`src/rtl/sound_event_arbiter_pkg.sv`:
```
// rtl/sound_event_arbiter_pkg.sv - shared state, tone and source encodings for the sound event arbiter
package sound_event_arbiter_pkg;

  typedef enum logic [1:0] {
    ST_IDLE = 2'd0,
    ST_PLAY = 2'd1,
    ST_GAP  = 2'd2
  } arb_state_e;

  localparam logic [2:0] SND_SILENT = 3'd0;
  localparam logic [2:0] SND_MOVE   = 3'd1;
  localparam logic [2:0] SND_LEVEL  = 3'd2;
  localparam logic [2:0] SND_DEAD   = 3'd3;
  localparam logic [2:0] SND_WIN    = 3'd4;

  localparam int SRC_MOVE  = 0;
  localparam int SRC_LEVEL = 1;
  localparam int SRC_DEAD  = 2;
  localparam int SRC_WIN   = 3;

  // Source i always plays tone code i+1; code 0 is reserved for silence.
  function automatic logic [2:0] tone_code(input int src);
    return 3'(src + 1);
  endfunction

endpackage

```
`src/rtl/sound_event_arbiter_pri_enc_hi.sv`:
```
// rtl/sound_event_arbiter_pri_enc_hi.sv - highest set bit strictly above an optional floor index
module pri_enc_hi #(
  parameter int N_SRC = 4,
  parameter int IDX_W = 2
) (
  input  logic [N_SRC-1:0] vec_i,
  input  logic             use_floor_i,
  input  logic [IDX_W-1:0] floor_i,
  output logic             valid_o,
  output logic [IDX_W-1:0] idx_o
);

  always_comb begin
    valid_o = 1'b0;
    idx_o   = '0;
    // Ascending scan: the last qualifying bit is the highest one.
    for (int i = 0; i < N_SRC; i++) begin
      if (vec_i[i] && (!use_floor_i || (i > int'(floor_i)))) begin
        valid_o = 1'b1;
        idx_o   = IDX_W'(i);
      end
    end
  end

endmodule

```
`src/rtl/sound_event_arbiter.sv`:
```
// rtl/sound_event_arbiter.sv - latches game sound events and plays the highest-priority one
// as a fixed-length tone followed by a silence gap.
module sound_event_arbiter
  import sound_event_arbiter_pkg::*;
#(
  parameter int N_SRC    = 4,
  parameter int TONE_CYC = 25000000,
  parameter int GAP_CYC  = 2500000,
  parameter int PREEMPT  = 1,
  parameter int CNT_W    = 25,
  localparam int IDX_W   = (N_SRC > 1) ? $clog2(N_SRC) : 1
) (
  input  logic             clk,
  input  logic             rst,
  input  logic             en,
  input  logic [N_SRC-1:0] req,
  output logic [2:0]       sel,
  output logic             busy,
  output logic [IDX_W-1:0] cur_src,
  output logic             dropped
);

  localparam logic [CNT_W-1:0] TONE_LOAD = CNT_W'(TONE_CYC - 1);
  localparam logic [CNT_W-1:0] GAP_LOAD  = CNT_W'(GAP_CYC - 1);

  arb_state_e       state_q;
  logic [N_SRC-1:0] pending_q, pending_d, clr;
  logic [CNT_W-1:0] cnt_q;
  logic [2:0]       sel_q;
  logic             busy_q, dropped_q;
  logic [IDX_W-1:0] cur_src_q;

  logic             idle_vld, pre_vld, take_pre;
  logic [IDX_W-1:0] idle_idx, pre_idx;

  pri_enc_hi #(.N_SRC(N_SRC), .IDX_W(IDX_W)) u_enc_idle (
    .vec_i      (pending_q),
    .use_floor_i(1'b0),
    .floor_i    ('0),
    .valid_o    (idle_vld),
    .idx_o      (idle_idx)
  );

  pri_enc_hi #(.N_SRC(N_SRC), .IDX_W(IDX_W)) u_enc_pre (
    .vec_i      (pending_q),
    .use_floor_i(1'b1),
    .floor_i    (cur_src_q),
    .valid_o    (pre_vld),
    .idx_o      (pre_idx)
  );

  assign take_pre = (PREEMPT != 0) && (state_q == ST_PLAY) && pre_vld;

  // A fresh request on the same cycle as its clear re-arms the bit.
  always_comb begin
    clr = '0;
    if (state_q == ST_IDLE && idle_vld) clr[idle_idx] = 1'b1;
    if (take_pre)                       clr[pre_idx]  = 1'b1;
    pending_d = en ? ((pending_q & ~clr) | req) : '0;
  end

  always_ff @(posedge clk or negedge rst) begin
    if (!rst) begin
      state_q   <= ST_IDLE;
      pending_q <= '0;
      cnt_q     <= '0;
      sel_q     <= SND_SILENT;
      busy_q    <= 1'b0;
      cur_src_q <= '0;
      dropped_q <= 1'b0;
    end else begin
      pending_q <= pending_d;
      dropped_q <= 1'b0;
      if (!en) begin
        state_q <= ST_IDLE;
        sel_q   <= SND_SILENT;
        busy_q  <= 1'b0;
        cnt_q   <= '0;
      end else begin
        case (state_q)
          ST_IDLE: begin
            if (idle_vld) begin
              state_q   <= ST_PLAY;
              sel_q     <= tone_code(int'(idle_idx));
              cur_src_q <= idle_idx;
              cnt_q     <= TONE_LOAD;
              busy_q    <= 1'b1;
            end
          end
          ST_PLAY: begin
            if (take_pre) begin
              sel_q     <= tone_code(int'(pre_idx));
              cur_src_q <= pre_idx;
              cnt_q     <= TONE_LOAD;
              dropped_q <= 1'b1;
            end else if (cnt_q == '0) begin
              state_q <= ST_GAP;
              sel_q   <= SND_SILENT;
              cnt_q   <= GAP_LOAD;
            end else begin
              cnt_q <= cnt_q - 1'b1;
            end
          end
          ST_GAP: begin
            if (cnt_q == '0) begin
              state_q <= ST_IDLE;
              busy_q  <= 1'b0;
            end else begin
              cnt_q <= cnt_q - 1'b1;
            end
          end
          default: begin
            state_q <= ST_IDLE;
            sel_q   <= SND_SILENT;
            busy_q  <= 1'b0;
          end
        endcase
      end
    end
  end

  assign sel     = sel_q;
  assign busy    = busy_q;
  assign cur_src = cur_src_q;
  assign dropped = dropped_q;

endmodule

```
`config.mk`:
```
export PLATFORM = sky130hd
export DESIGN_NAME = sound_event_arbiter
export DESIGN_NICKNAME = d
export VERILOG_FILES = /design/src/rtl/sound_event_arbiter_pkg.sv /design/src/rtl/sound_event_arbiter_pri_enc_hi.sv /design/src/rtl/sound_event_arbiter.sv
export SDC_FILE = /design/constraint.sdc
export NUM_CORES = 1
export LEC_CHECK = 0
export ABC_CLOCK_PERIOD_IN_PS = 3000
export CAP_MARGIN = 20
export CORE_ASPECT_RATIO = 1.75
export CORE_MARGIN = 2
export CORE_UTILIZATION = 30
export CTS_CLUSTER_SIZE = 16
export DETAILED_ROUTE_END_ITERATION = 10
export PLACE_DENSITY = 0.54
export SYNTH_ARGS = -nofsm -noshare
export SYNTH_HDL_FRONTEND = slang
export SYNTH_SLANG_ARGS = --single-unit
```
`constraint.sdc`:
```
create_clock -name clk -period 3 [get_ports clk]
set_clock_uncertainty 0.15 [all_clocks]
set_input_delay 0.6 -clock clk [delete_from_list [all_inputs] [get_ports clk]]
set_output_delay 0.6 -clock clk [all_outputs]
set_load 0.05 [all_outputs]
```
==> flow_summary.yaml <==
run_status:
  status: "finished clean"
floorplanning:
  core_um2: 8310
  fp.dieH_um: 127
  rows: 44
  ios: 14
  die_area_um2: 9370
  start_util_pct: 31.0
  die_width_um: 74.1
worst_setup_path:
  worstRegToRegCells: 7
  critPathLaunchType: "flop"
  rr_startpoint: "cnt_q[7]"
  critPathKind: "reg -> reg"
  cpPeakStageDelay_ps: 470
  cp_cell_sequence: "or3_4 -> nor4_4 -> nand3_2 -> buf_4 -> a211o_1 -> o311ai_2 -> nor2_1"
  reg2reg_setup_slack_ps: 370
  cp_slowest_cell: "nor4_4"
  worstPathArrival_ps: 2630
  endpoint: "cnt_q[9]"
  cp.depth: 7
  cp-startpoint: "cnt_q[7]"
  timing.rr.end: "cnt_q[9]"
  path_buf_inv: 1
  cp_top_family: "simple AND/OR/NAND/NOR gates"
  crit_required_ps: 3000
  cp_max_fo: 9
  critPathCaptureType: "flop"
finish:
  fill_cells: 857
  drive_gt1_share_pct: 11.2
  num-nets-final: 349
  stdcell_area_um2: 3030
  diodes: 0
  area_growth_pct: 17.8
  fin_cells: 446
global_route:
  antenna_found_initial: 0
  grt_pass1_vias: 2552
  met1_usage_pct: 20.1
  grt_usage_pct: 18.4
  grt-ovfl-total: 0
  grt_pass1_wl_um: 13200
  gr-usage-met2_pct: 31.1
  grt_max_degree: 39
  grt_util_met3_pct: 2.38
  top_usage_layer: "met2"
pwr:
  power_density_nw_per_um2: 1110
  clkPwrFrac_pct: 16.1
  sw_frac_of_total_pct: 49.2
  p_sw_mw: 1.65
  seq_power_share_pct: 25.7
  p_int_mw: 1.71
  power_mw: 3.36
  worst_ir_drop_vdd_uv: 634
  p_leak_nw: 1.27
  p_comb_share_pct: 58.2
clocking:
  cts_max_level: 2
  cts_buffer_depth: 2
  postCtsSetupBuffers: 0
  ctsResizeCount: 0
  cts_tree: "done"
  cts_hold_buf: 0
  numCtsBuffers: 5
  clk_pin_slew_worst_paths_ps: 60
  cts-root-buf: "clkbuf_16"
  insertion_delay_ps: 290
  cts_sinks: 38
logic_synthesis:
  synth_warnings: 0
  synth_edf_count: 0
  synth-seq-cells: 38
  ys.flop_type: "dfrtp_1"
  synth-async-reset-ratio_pct: 100
  synth.distinct_cells: 56
  netlist_instances: 311
  ys_seq_area_share_pct: 36.9
  synthesis.nets: 330
  synth_area_um2: 2580
  synth.avg_cell_area_um2: 8.28
place:
  port_buffers: 13
  place_congestion: 0.863
  postPlaceCellArea_um2: 2890
  hpwl_um: 5820
  place_inst: 438
  pre_cts_slack_ps: 394
sta:
  hold_violations: 0
  rsz0062_at_grt: "false"
  fmax_ghz: 0.380
  fin_ws_ps: 369
  slew_viol_final: 0
  relSlewSlack_pct: 40.1
  timing.final.crit_share_pct: 87.7
  layout_min_cycle_time_ps: 2630
  tightest_slew_ps: 899
  setup_tns_ps: 0
  finalSetupViolCount: 0
route:
  first_pass_iters: 5
  dr_total_vias: 2485
  ant_nets: 0
  via_per_inst: 5.57
  wl_per_cell_um: 17.5
  drtIter0Drc: 164
  drc: 0
  wirelength_um: 7810
flow_run:
  drv_cap: 0
min_path:
  hp-class: "in -> async"
synthesized netlist by cell type (3+ instances only):
| master | instances | share of area, % |
|---|---|---|
| ha_1 | 12 | 5.8 |
| clkbuf_1 | 11 | 1.6 |
| a22oi_1 | 3 | 0.87 |
| xnor2_1 | 4 | 1.4 |
| nand2b_1 | 6 | 1.5 |
| nand4_1 | 4 | 0.97 |
| inv_1 | 16 | 2.3 |
| or3_1 | 5 | 1.2 |
| nor4_1 | 8 | 1.9 |
| o21ai_0 | 28 | 5.4 |
| nand2_1 | 18 | 2.6 |
| nand3_1 | 14 | 2.7 |
| buf_2 | 3 | 0.58 |
| nor2_1 | 36 | 5.2 |
| nor2b_1 | 4 | 0.97 |
| o211ai_1 | 3 | 0.87 |
| dfrtp_1 | 38 | 37 |
| o22ai_1 | 4 | 0.97 |
| a21oi_1 | 24 | 4.7 |
| a31oi_1 | 7 | 1.7 |
| or2_2 | 3 | 0.73 |
| a211o_1 | 4 | 1.4 |
| nor3_1 | 17 | 3.3 |
flip-flops by register name, summed over array words and instances, names as in the netlist:
signal / cells
busy: 1
pending_q: 4
state_q: 2
sel: 3
dropped: 1
cnt_q: 25
cur_src: 2
layout make-up:
class / count / area (um^2) / share of cell area, %
Multi-Input combinational cell: 243 / 1510 / 49.7
Clock inverter: 1 / 5.00 / 0.165
Sequential cell: 38 / 951 / 31.3
Tap cell: 115 / 144 / 4.74
Inverter: 16 / 60.1 / 1.98
Clock buffer: 7 / 143 / 4.70
Timing Repair Buffer: 26 / 223 / 7.34
power groups by stage:
stage               combinational [mW]  sequential, mW  clock (mW)
finish                            1.96           0.863       0.542
global route                      2.15           0.892       0.576
CTS                               1.94           0.860       0.554
detailed placement                1.93           0.869           0
global placement                  1.92           0.864           0
floorplan                         1.24           0.939           0
layer usage:
layer	vias to the layer above	wire length, um
li1	1176	-
met1	1206	2900
met2	73	4150
met3	30	289
met4	0	473
met5	-	0
cell families after synthesis:
family / synth area share [%]
adder cells (fa/ha/maj): 5.83
XOR/XNOR: 2.04
AND/OR/NAND/NOR: 26.4
AO/OA/AOI/OAI: 23.1
multiplexers: 1.21
flip-flops: 36.9
buffers and inverters: 4.52
stage by stage:
| step | hold WS [ps] | utilization [%] |
|---|---|---|
| floorplan | 154 | - |
| global placement | 367 | 34.7 |
| detailed placement | 381 | 34.7 |
| CTS | 337 | 36.5 |
| global route | 358 | 36.5 |
| finish | 283 | 36.5 |
cells in the final DEF (no fill, tap or decap), types with 4 or more instances in the layout:
cell type	n
clkdlybuf4s50_1	12
nor4_1	8
nor2_1	36
nand4_1	4
a21oi_1	24
a31oi_1	7
clkbuf_16	5
nor2b_1	4
nand3_1	14
ha_1	12
nand2_1	18
o22ai_1	4
or3_1	5
nor3_1	17
nand2b_1	6
inv_1	16
xnor2_1	4
dfrtp_1	38
a211o_1	4
buf_4	13
o21ai_0	28
how the worst min path moves through the flow:
stage / startpoint / to / cells after the start
CTS: rst / cnt_q[7] / 1
finish: rst / cnt_q[7] / 1
detailed placement: busy / busy / 2
global route: rst / cnt_q[7] / 1
floorplan: rst / busy / 0
global placement: busy / busy / 2
Power figures use the tool's default switching activity.
